$ cat config.mk
export PLATFORM = sky130hd
export DESIGN_NAME = game_sequencer
export DESIGN_NICKNAME = d
export VERILOG_FILES = /design/src/rtl/game_pkg.sv /design/src/rtl/fire_rr_picker.sv /design/src/rtl/game_sequencer.sv
export SDC_FILE = /design/constraint.sdc
export NUM_CORES = 1
export LEC_CHECK = 0
export ABC_CLOCK_PERIOD_IN_PS = 4100
export CAP_MARGIN = 0
export CORE_UTILIZATION = 40
export DETAILED_ROUTE_END_ITERATION = 8
export PLACE_DENSITY = 0.64
export SLEW_MARGIN = 20
export SYNTH_ARGS = -nofsm -noshare
export SYNTH_HDL_FRONTEND = slang
export SYNTH_SLANG_ARGS = --single-unit
$ cat constraint.sdc
create_clock -name clk -period 4.1 [get_ports clk]
set_clock_uncertainty 0.05 [all_clocks]
set_input_delay 1.025 -clock clk [delete_from_list [all_inputs] [get_ports clk]]
set_output_delay 1.025 -clock clk [all_outputs]
set_load 0.03 [all_outputs]
$ cat src/rtl/game_pkg.sv
// Shared state encodings, parameter defaults and round-robin helper for the
// Space Invaders play-flow controller.
package game_pkg;

  typedef enum logic [2:0] {
    ST_ATTRACT = 3'd0,
    ST_PLAY    = 3'd1,
    ST_HIT     = 3'd2,
    ST_RESPAWN = 3'd3,
    ST_WIN     = 3'd4,
    ST_OVER    = 3'd5
  } game_state_e;

  localparam int unsigned NUM_ALIENS       = 3;
  localparam int unsigned DEF_START_LIVES  = 3;
  localparam int unsigned DEF_HIT_FRAMES   = 60;
  localparam int unsigned DEF_FIRE_PERIOD  = 45;

  // Next alien index modulo NUM_ALIENS; an out-of-range index wraps to 0.
  function automatic logic [1:0] rr_next(input logic [1:0] idx);
    return (idx >= 2'(NUM_ALIENS - 1)) ? 2'd0 : idx + 2'd1;
  endfunction

endpackage

$ cat src/rtl/fire_rr_picker.sv
// Combinational round-robin selector: first living alien after ptr, with wrap.
module fire_rr_picker
  import game_pkg::*;
(
  input  logic [2:0] alive,
  input  logic [1:0] ptr,
  output logic [2:0] grant,
  output logic       valid,
  output logic [1:0] next_ptr
);

  logic [1:0] idx;

  always_comb begin
    grant    = '0;
    valid    = 1'b0;
    next_ptr = ptr;
    idx      = ptr;
    for (int unsigned k = 0; k < NUM_ALIENS; k++) begin
      idx = rr_next(idx);
      if (!valid && alive[idx]) begin
        grant[idx] = 1'b1;
        valid      = 1'b1;
        next_ptr   = idx;
      end
    end
  end

endmodule

$ cat src/rtl/game_sequencer.sv
// Play-flow controller: sequences the spaceship mode, tracks lives, detects
// win/loss and schedules round-robin alien shots once per fire period.
module game_sequencer
  import game_pkg::*;
#(
  parameter int unsigned START_LIVES = DEF_START_LIVES,
  parameter int unsigned HIT_FRAMES  = DEF_HIT_FRAMES,
  parameter int unsigned FIRE_PERIOD = DEF_FIRE_PERIOD
) (
  input  logic       clk,
  input  logic       restart,
  input  logic       button_start,
  input  logic [9:0] xCoord,
  input  logic [9:0] yCoord,
  input  logic       ship_can_move,
  input  logic [2:0] alien_alive,
  input  logic       aliens_landed,
  output logic       mode,
  output logic [1:0] lives,
  output logic [2:0] state,
  output logic [2:0] alien_fire,
  output logic       game_over,
  output logic       game_won
);

  localparam logic [1:0] LIVES_INIT = 2'(START_LIVES);
  localparam logic [7:0] HIT_LAST   = 8'(HIT_FRAMES - 1);
  localparam logic [7:0] FIRE_LAST  = 8'(FIRE_PERIOD - 1);

  game_state_e state_q, state_d;
  logic [1:0]  lives_q, lives_d;
  logic        mode_q, mode_d;
  logic [2:0]  fire_q, fire_d;
  logic        over_q, over_d;
  logic        won_q, won_d;
  logic [7:0]  hit_cnt_q, hit_cnt_d;
  logic [7:0]  fire_cnt_q, fire_cnt_d;
  logic [1:0]  rr_ptr_q, rr_ptr_d;

  logic start_q, start_qq, ship_q, ship_qq, origin_q;
  logic origin, frame_tick, start_rise, ship_hit, fire_due;

  logic [2:0] pick_grant;
  logic       pick_valid;
  logic [1:0] pick_ptr;

  assign origin     = (xCoord == 10'd0) && (yCoord == 10'd0);
  assign frame_tick = origin && !origin_q;
  assign start_rise = start_q && !start_qq;
  assign ship_hit   = !ship_q && ship_qq;
  assign fire_due   = (state_q == ST_PLAY) && frame_tick && (fire_cnt_q == FIRE_LAST);

  fire_rr_picker u_picker (
    .alive    (alien_alive),
    .ptr      (rr_ptr_q),
    .grant    (pick_grant),
    .valid    (pick_valid),
    .next_ptr (pick_ptr)
  );

  always_comb begin
    state_d    = state_q;
    lives_d    = lives_q;
    hit_cnt_d  = hit_cnt_q;
    fire_cnt_d = fire_cnt_q;
    rr_ptr_d   = rr_ptr_q;
    fire_d     = '0;

    case (state_q)
      ST_ATTRACT: if (start_rise) state_d = ST_PLAY;
      ST_PLAY: begin
        if (frame_tick) fire_cnt_d = fire_due ? '0 : fire_cnt_q + 8'd1;
        // The shot is issued even when the same clk also leaves PLAY.
        if (fire_due && pick_valid) begin
          fire_d   = pick_grant;
          rr_ptr_d = pick_ptr;
        end
        if (aliens_landed) begin
          state_d = ST_OVER;
        end else if (ship_hit) begin
          state_d = ST_HIT;
          lives_d = (lives_q == 2'd0) ? 2'd0 : lives_q - 2'd1;
        end else if (alien_alive == '0) begin
          state_d = ST_WIN;
        end
      end
      ST_HIT: begin
        if (frame_tick) begin
          if (hit_cnt_q == HIT_LAST) begin
            hit_cnt_d = '0;
            state_d   = (lives_q == 2'd0) ? ST_OVER : ST_RESPAWN;
          end else begin
            hit_cnt_d = hit_cnt_q + 8'd1;
          end
        end
      end
      ST_RESPAWN: state_d = ST_PLAY;
      ST_WIN, ST_OVER: if (start_rise) state_d = ST_ATTRACT;
      default: state_d = ST_ATTRACT;
    endcase

    if (state_d == ST_PLAY && state_q != ST_PLAY) fire_cnt_d = '0;
    if (state_d == ST_HIT && state_q != ST_HIT) hit_cnt_d = '0;
    if (state_d == ST_ATTRACT) lives_d = LIVES_INIT;

    mode_d = (state_d == ST_PLAY) || (state_d == ST_HIT) ||
             (state_d == ST_WIN)  || (state_d == ST_OVER);
    over_d = (state_d == ST_OVER);
    won_d  = (state_d == ST_WIN);
  end

  always_ff @(posedge clk) begin
    if (restart) begin
      state_q    <= ST_ATTRACT;
      lives_q    <= LIVES_INIT;
      mode_q     <= 1'b0;
      fire_q     <= '0;
      over_q     <= 1'b0;
      won_q      <= 1'b0;
      hit_cnt_q  <= '0;
      fire_cnt_q <= '0;
      rr_ptr_q   <= 2'd2;
      start_q    <= 1'b0;
      start_qq   <= 1'b0;
      ship_q     <= 1'b0;
      ship_qq    <= 1'b0;
      origin_q   <= 1'b0;
    end else begin
      state_q    <= state_d;
      lives_q    <= lives_d;
      mode_q     <= mode_d;
      fire_q     <= fire_d;
      over_q     <= over_d;
      won_q      <= won_d;
      hit_cnt_q  <= hit_cnt_d;
      fire_cnt_q <= fire_cnt_d;
      rr_ptr_q   <= rr_ptr_d;
      start_q    <= button_start;
      start_qq   <= start_q;
      ship_q     <= ship_can_move;
      ship_qq    <= ship_q;
      origin_q   <= origin;
    end
  end

  assign state      = state_q;
  assign lives      = lives_q;
  assign mode       = mode_q;
  assign alien_fire = fire_q;
  assign game_over  = over_q;
  assign game_won   = won_q;

endmodule

==> results of run 1 <==
cells by family (layout without fill, tap and decap cells):
kind of cell | after synthesis | after routing | share of synthesized area
AOI/OAI and AO/OA | 34 | 34 | 0.1229
adders and majority gates | 3 | 3 | 0.02247
xor gates and xnor gates | 8 | 8 | 0.04194
buffers and inverters | 6 | 50 | 0.01872
and+or+nand+nor | 98 | 98 | 0.3566
DFF | 34 | 34 | 0.4075
muxes | 5 | 5 | 0.02996
power breakdown:
| group | total, mW | switching [mW] | internal [mW] | leakage, nW |
|---|---|---|---|---|
| Combinational | 0.0741 | 0.0330 | 0.0411 | 0.460 |
| Sequential | 0.339 | 0.00383 | 0.336 | 0.275 |
| Clock | 0.254 | 0.119 | 0.135 | 0.0472 |
cell usage after synthesis (all sizes together) (2+ instances only):
master,number
a211oi,2
a21o,3
a21oi,12
and2,3
and3,6
clkbuf,2
dfxtp,34
ha,3
inv,3
mux2i,5
nand2,10
nand2b,4
nand3b,3
nand4,9
nor2,29
nor2b,8
nor3,7
nor3b,2
nor4,7
o21ai,8
o22ai,3
or3,3
or4,2
xnor2,4
xor2,4
registers in the layout (all words and copies together) (netlist names):
signal      flops
fire_cnt_q      8
hit_cnt_q       8
alien_fire      3
state           3
lives           2
rr_ptr_q        2
game_over       1
game_won        1
mode            1
origin_q        1
ship_q          1
ship_qq         1
start_q         1
start_qq        1
metrics by stage:
step                setup WS, ps  area (µm²)
floorplan                   1459        1670
CTS                         1070        2196
global placement           838.8        2101
finish                      1079        2196
detailed placement         795.9        2101
global route               939.5        2196
worst paths after layout:
kind,startpoint,endpoint
hold / removal,ship_q,ship_qq
setup / recovery,xCoord[1],rr_ptr_q[1]
hold reg to reg,ship_q,ship_qq
setup reg to reg,hit_cnt_q[0],lives[1]
layer usage:
metal	routed length, µm	vias up
met2	1652	39
met5	0	-
met3	171	5
li1	-	762
met1	1644	708
met4	52	0
critical path, cell delays in order:
cell and delay (ps):
clkdlybuf4s50_1 400, nor4_1 380, nand4_2 240, nor4b_4 270
buf_4 220, and2_2 180, o21ai_0 80, a221o_1 350
cell type report:
type / instances / area, µm² / area share
timing repair buffer: 39 / 387.9 / 0.1766
sequential: 34 / 680.7 / 0.3100
inverter: 3 / 11.26 / 0.005128
multi-input combinational: 148 / 958.4 / 0.4365
tap: 50 / 62.56 / 0.02849
clock inverter: 2 / 12.51 / 0.005698
clock buffer: 6 / 82.58 / 0.03761
==> qor.csv, run 1 <==
stage;metric;value;unit
final_layout;layout.nets;262;
clock_network;clk_latency;280;ps
power;p_leak;0.7827;nW
clock_network;root_buffer;clkbuf_8;
sta;fin_crit;3021;ps
critical_path;arrival;3150;ps
final_layout;final_core_util;0.5490;
clock_network;path_clk_slew;70;ps
drt;drt_iter0_markers;51;
clock_network;numCtsBuffers;5;
power;ir_drop;0.1236;mV
grt;grt_pass1_vias;1327;
synth;ys_warn_count;0;
floorplan;io_pins;39;
place;io_buffers;38;
critical_path;path_class;primary input to flip-flop;
clock_network;postCtsSetupBuffers;0;
critical_path;worst-r2r-cell-count;7;
drt;drc;0;
critical_path;worstPathRequired;4230;ps
grt;grt_max_degree;17;
final_layout;mostFrequentLayoutCell;clkdlybuf4s50_1;
floorplan;die_h;66.62;µm
power;p_per_area;304.0;nW/µm²
clock_network;cts_hold_buffers;0;
final_layout;mostFrequentLayoutCells;clkdlybuf4s50_1 (38), dfxtp_1 (34), nor2_1 (29);
drt;ant_nets;0;
grt;grt_antenna_before_repair;0;
critical_path;end_kind;flip-flop;
synth;syn_area_per_cell;8.885;µm²
synth;synthFlopType;dfxtp_1;
sta;fin_tns_setup;0;ps
drt;routed_via_density;5.369;
sta;worstMarginPinSlew;651.5;ps
synth;synth_nets;219;
synth;yosysUniqueCellTypes;45;
critical_path;rrSetupSlack;1780;ps
synth;syn_area;1670;µm²
drt;drtPass1Iterations;4;
clock_network;tritoncts;yes;
worst_hold_path;min_path_type;flip-flop to flip-flop;
grt;gr-usage-all-layers;0.1742;
sta;slew_violations;0;
clock_network;postCtsResizedCells;0;
sta;setup_viol;0;
grt;overflow;0;
drt;wl;3521;µm
synth;ys_ff_latch;34;
run_status;status;completed;
floorplan;core;4000;µm²
synth;synthCells;188;
grt;use_met3;0.05651;
final_layout;fill_cells;349;
final_layout;drive_above_1_share;0.08621;
grt;grt-busiest-layer;met2;
synth;ys_seq_area_frac;0.4075;
synth;synth_top_area_cell;dfxtp_1;
synth;synth_edf_count;0;
critical_path;startpoint_type;primary input;
final_layout;layoutNonFillerInstCount;282;
critical_path;cp_max_fo;11;
grt;grt_use_met2;0.2803;
drt;post_drt_wl_per_cell;12.49;µm
clock_network;clockBufferDepth;2;
floorplan;start_util;0.4176;
sta;final_hold_viol_count;0;
synth;synth.area.top_cells;dfxtp_1 (41%), nor2_1 (6.5%), a21oi_1 (3.6%);
sta;fmax;0.3310;GHz
clock_network;cts_sinks;34;
final_layout;antenna_cells;0;
sta;rsz0062_at_grt;no;
floorplan;die_area;4438;µm²
sta;fin_hold_ws;421.1;ps
place;post-place-cells;274;
place;gp_congestion;0.8129;
synth;synth_top_cell_area_share;0.4075;
synth;synthArstFlopShare;0;
grt;grt_pass1_wl;5775;µm
place;hpwl;2681;µm
sta;maxSlewHeadroom;0.5647;
grt;grtUsageMet1;0.2135;
worst_hold_path;hold_path_depth;1;
sta;min_period_over_period;0.7368;
clock_network;h-tree-depth;2;
floorplan;rows;23;
final_layout;area_growth_syn_to_layout;31.46;%
drt;dr_total_vias;1514;
floorplan;die_w;66.62;µm
power;report.power.total;0.6676;mW
flow_run;max_cap_viol_count;0;
Note: power is estimated with default switching activity, not from simulation.
==> run 2, diff against run 1 <==
- ABC_CLOCK_PERIOD_IN_PS: 4100 -> 2500
- PLACE_DENSITY: 0.64 -> 0.67
- clock period: 4.1 -> 2.5 ns (I/O delays scaled with it)
==> run 2 against run 1 <==
- sequential cell count stayed put
- sequential power rose by 64%
- clock power increased by 61%
- via count rose by 2.8%
- sequential share of layout area fell by 2.9 points
- die area did not move
- hold slack worse by 16 ps
- global-route usage grew 1.8 points
- clock-buffer cell count is 1 higher
- largest cell class unchanged
==> qor.csv, run 2 (synthesized netlist as in run 1, its figures left out) <==
stage;metric;value;unit;change
critical_path;cp_max_fo;3;;was 11
sta;fin_hold_ws;404.7;ps;was 421.1 ps
drt;routed_via_density;5.156;;was 5.369
power;ir_drop;0.3096;mV;was 0.1236 mV
final_layout;antenna_cells;0;;unchanged
final_layout;area_growth_syn_to_layout;44.94;%;was 31.46%
drt;dr_total_vias;1557;;was 1,514
critical_path;arrival;2560;ps;was 3150 ps
clock_network;numCtsBuffers;5;;unchanged
drt;drc;0;;unchanged
floorplan;die_area;4438;µm²;unchanged
critical_path;worstPathRequired;2630;ps;was 4230 ps
final_layout;design_area;2421;µm²;was 2196 µm²
final_layout;fill_cells;356;;was 349
drt;ant_nets;0;;unchanged
sta;rsz0062_at_grt;yes;;was no
power;report.power.total;1.104;mW;was 0.6676 mW
clock_network;h-tree-depth;2;;unchanged
sta;setup_ws;68.65;ps;was 1079 ps
sta;fin_crit;2431;ps;
critical_path;end_kind;flip-flop;;unchanged
grt;grt_max_degree;12;;was 17
grt;grt_pass1_wl;6451;µm;was 5775 µm
drt;drt_iter0_markers;58;;was 51
sta;setup_viol;0;;unchanged
sta;fmax;0.4113;GHz;
floorplan;rows;23;;unchanged
flow_run;max_cap_viol_count;0;;unchanged
grt;overflow;0;;unchanged
drt;wl;3745;µm;was 3521 µm
clock_network;clk_latency;280;ps;about the same
grt;gr-usage-all-layers;0.1918;;was 0.1742
clock_network;path_clk_slew;70;ps;about the same
critical_path;path_class;primary input to flip-flop;;unchanged
clock_network;root_buffer;clkbuf_8;;unchanged
floorplan;start_util;0.4176;;unchanged
final_layout;layoutNonFillerInstCount;302;;was 282
power;p_leak;0.9433;nW;was 0.7827 nW
grt;grt_antenna_before_repair;0;;unchanged
place;place_area;2256;µm²;was 2101 µm²
place;gp_congestion;0.7735;;was 0.8129
floorplan;die_w;66.62;µm;unchanged
floorplan;core;4000;µm²;unchanged
sta;final_hold_viol_count;0;;unchanged
place;dp_slack;-226.6;ps;was 795.9 ps
critical_path;startpoint_type;primary input;;unchanged
place;hpwl;2828;µm;was 2681 µm
floorplan;io_pins;39;;unchanged
power;p_per_area;456.1;nW/µm²;was 304.0 nW/µm²
grt;grt_pass1_vias;1526;;was 1,327
final_layout;final_core_util;0.6053;;was 0.5490
final_layout;drive_above_1_share;0.1746;;was 0.08621
sta;slew_violations;0;;unchanged
drt;drtPass1Iterations;4;;unchanged
final_layout;mostFrequentLayoutCell;dfxtp_1;;was clkdlybuf4s50_1
sta;min_period_over_period;0.9725;;
run_status;status;completed;;unchanged
place;io_buffers;38;;unchanged
sta;fin_tns_setup;0;ps;unchanged
clock_network;cts_sinks;34;;unchanged
floorplan;die_h;66.62;µm;unchanged
clock_network;cts_hold_buffers;0;;unchanged
clock_network;clockBufferDepth;2;;unchanged
clock_network;tritoncts;yes;;unchanged
sta;worstMarginPinSlew;651.1;ps;was 651.5 ps
worst_hold_path;min_path_type;flip-flop to flip-flop;;unchanged
place;post-place-cells;293;;was 274
final_layout;top_regs;fire_cnt_q x8, hit_cnt_q x8;;unchanged
sta;maxSlewHeadroom;0.5650;;was 0.5647
drt;post_drt_wl_per_cell;12.40;µm;was 12.49 µm
final_layout;mostFrequentLayoutCells;dfxtp_1 (34), clkdlybuf4s50_1 (33), nor2_1 (28);;was clkdlybuf4s50_1 (38), dfxtp_1 (34), nor2_1 (29)
final_layout;layout.nets;282;;was 262
## run 2: cell types whose count changed in the layout (fill, tap and decap cells not counted), moves of 2 or more
cell	delta
buf_4	+18
clkdlybuf4s50_1	-5
dlymetal6s2s_1	+5
nor4_1	-2
nor4_4	+3
## run 2: layout make-up
cell class | instances | area (µm²) | share of cell area
Multi-Input combinational cell | 148 | 1008 | 0.4165
Sequential cell | 34 | 680.7 | 0.2811
Timing Repair Buffer | 59 | 566.8 | 0.2341
Clock buffer | 7 | 86.33 | 0.03566
Tap cell | 50 | 62.56 | 0.02584
Inverter | 3 | 11.26 | 0.004651
Clock inverter | 1 | 5.005 | 0.002067
## run 2: final timing paths
check               startpoint           end  slack, ps  cells past startpoint
hold / removal          ship_q       ship_qq        400                      1
setup / recovery     yCoord[4]  hit_cnt_q[7]         70                      8
setup reg to reg  hit_cnt_q[0]      lives[0]        310                      7
hold reg to reg         ship_q       ship_qq        400                      1
## run 2: metal layers
layer | up-vias | GRT usage | part of all wire
met1 | 704 | 0.2371 | 0.46
met3 | 8 | 0.04281 | 0.039
met2 | 40 | 0.3144 | 0.48
li1 | 805 | - | -
met4 | 0 | 0.08511 | 0.020
met5 | - | 0 | 0
## run 2: what timing repair did
item | 4_1_cts | 5_1_grt
setup endpoints to repair | 0 | 20
resized for setup | 0 | 14
setup buffers | 0 | 1
## run 2: where the power goes
| part | switching, mW | total, mW | leakage [nW] | internal (mW) |
|---|---|---|---|---|
| registers | 0.00658 | 0.557 | 0.275 | 0.550 |
| clock network | 0.188 | 0.410 | 0.0482 | 0.222 |
| logic | 0.0616 | 0.137 | 0.620 | 0.0758 |
## run 2: critical path: stages
cell and delay (ps):
clkdlybuf4s50_1 440, or4_4 550, nor2_2 140, buf_4 130, nand4_1 150, nor4_2 320
xnor2_1 160, nor2_1 50
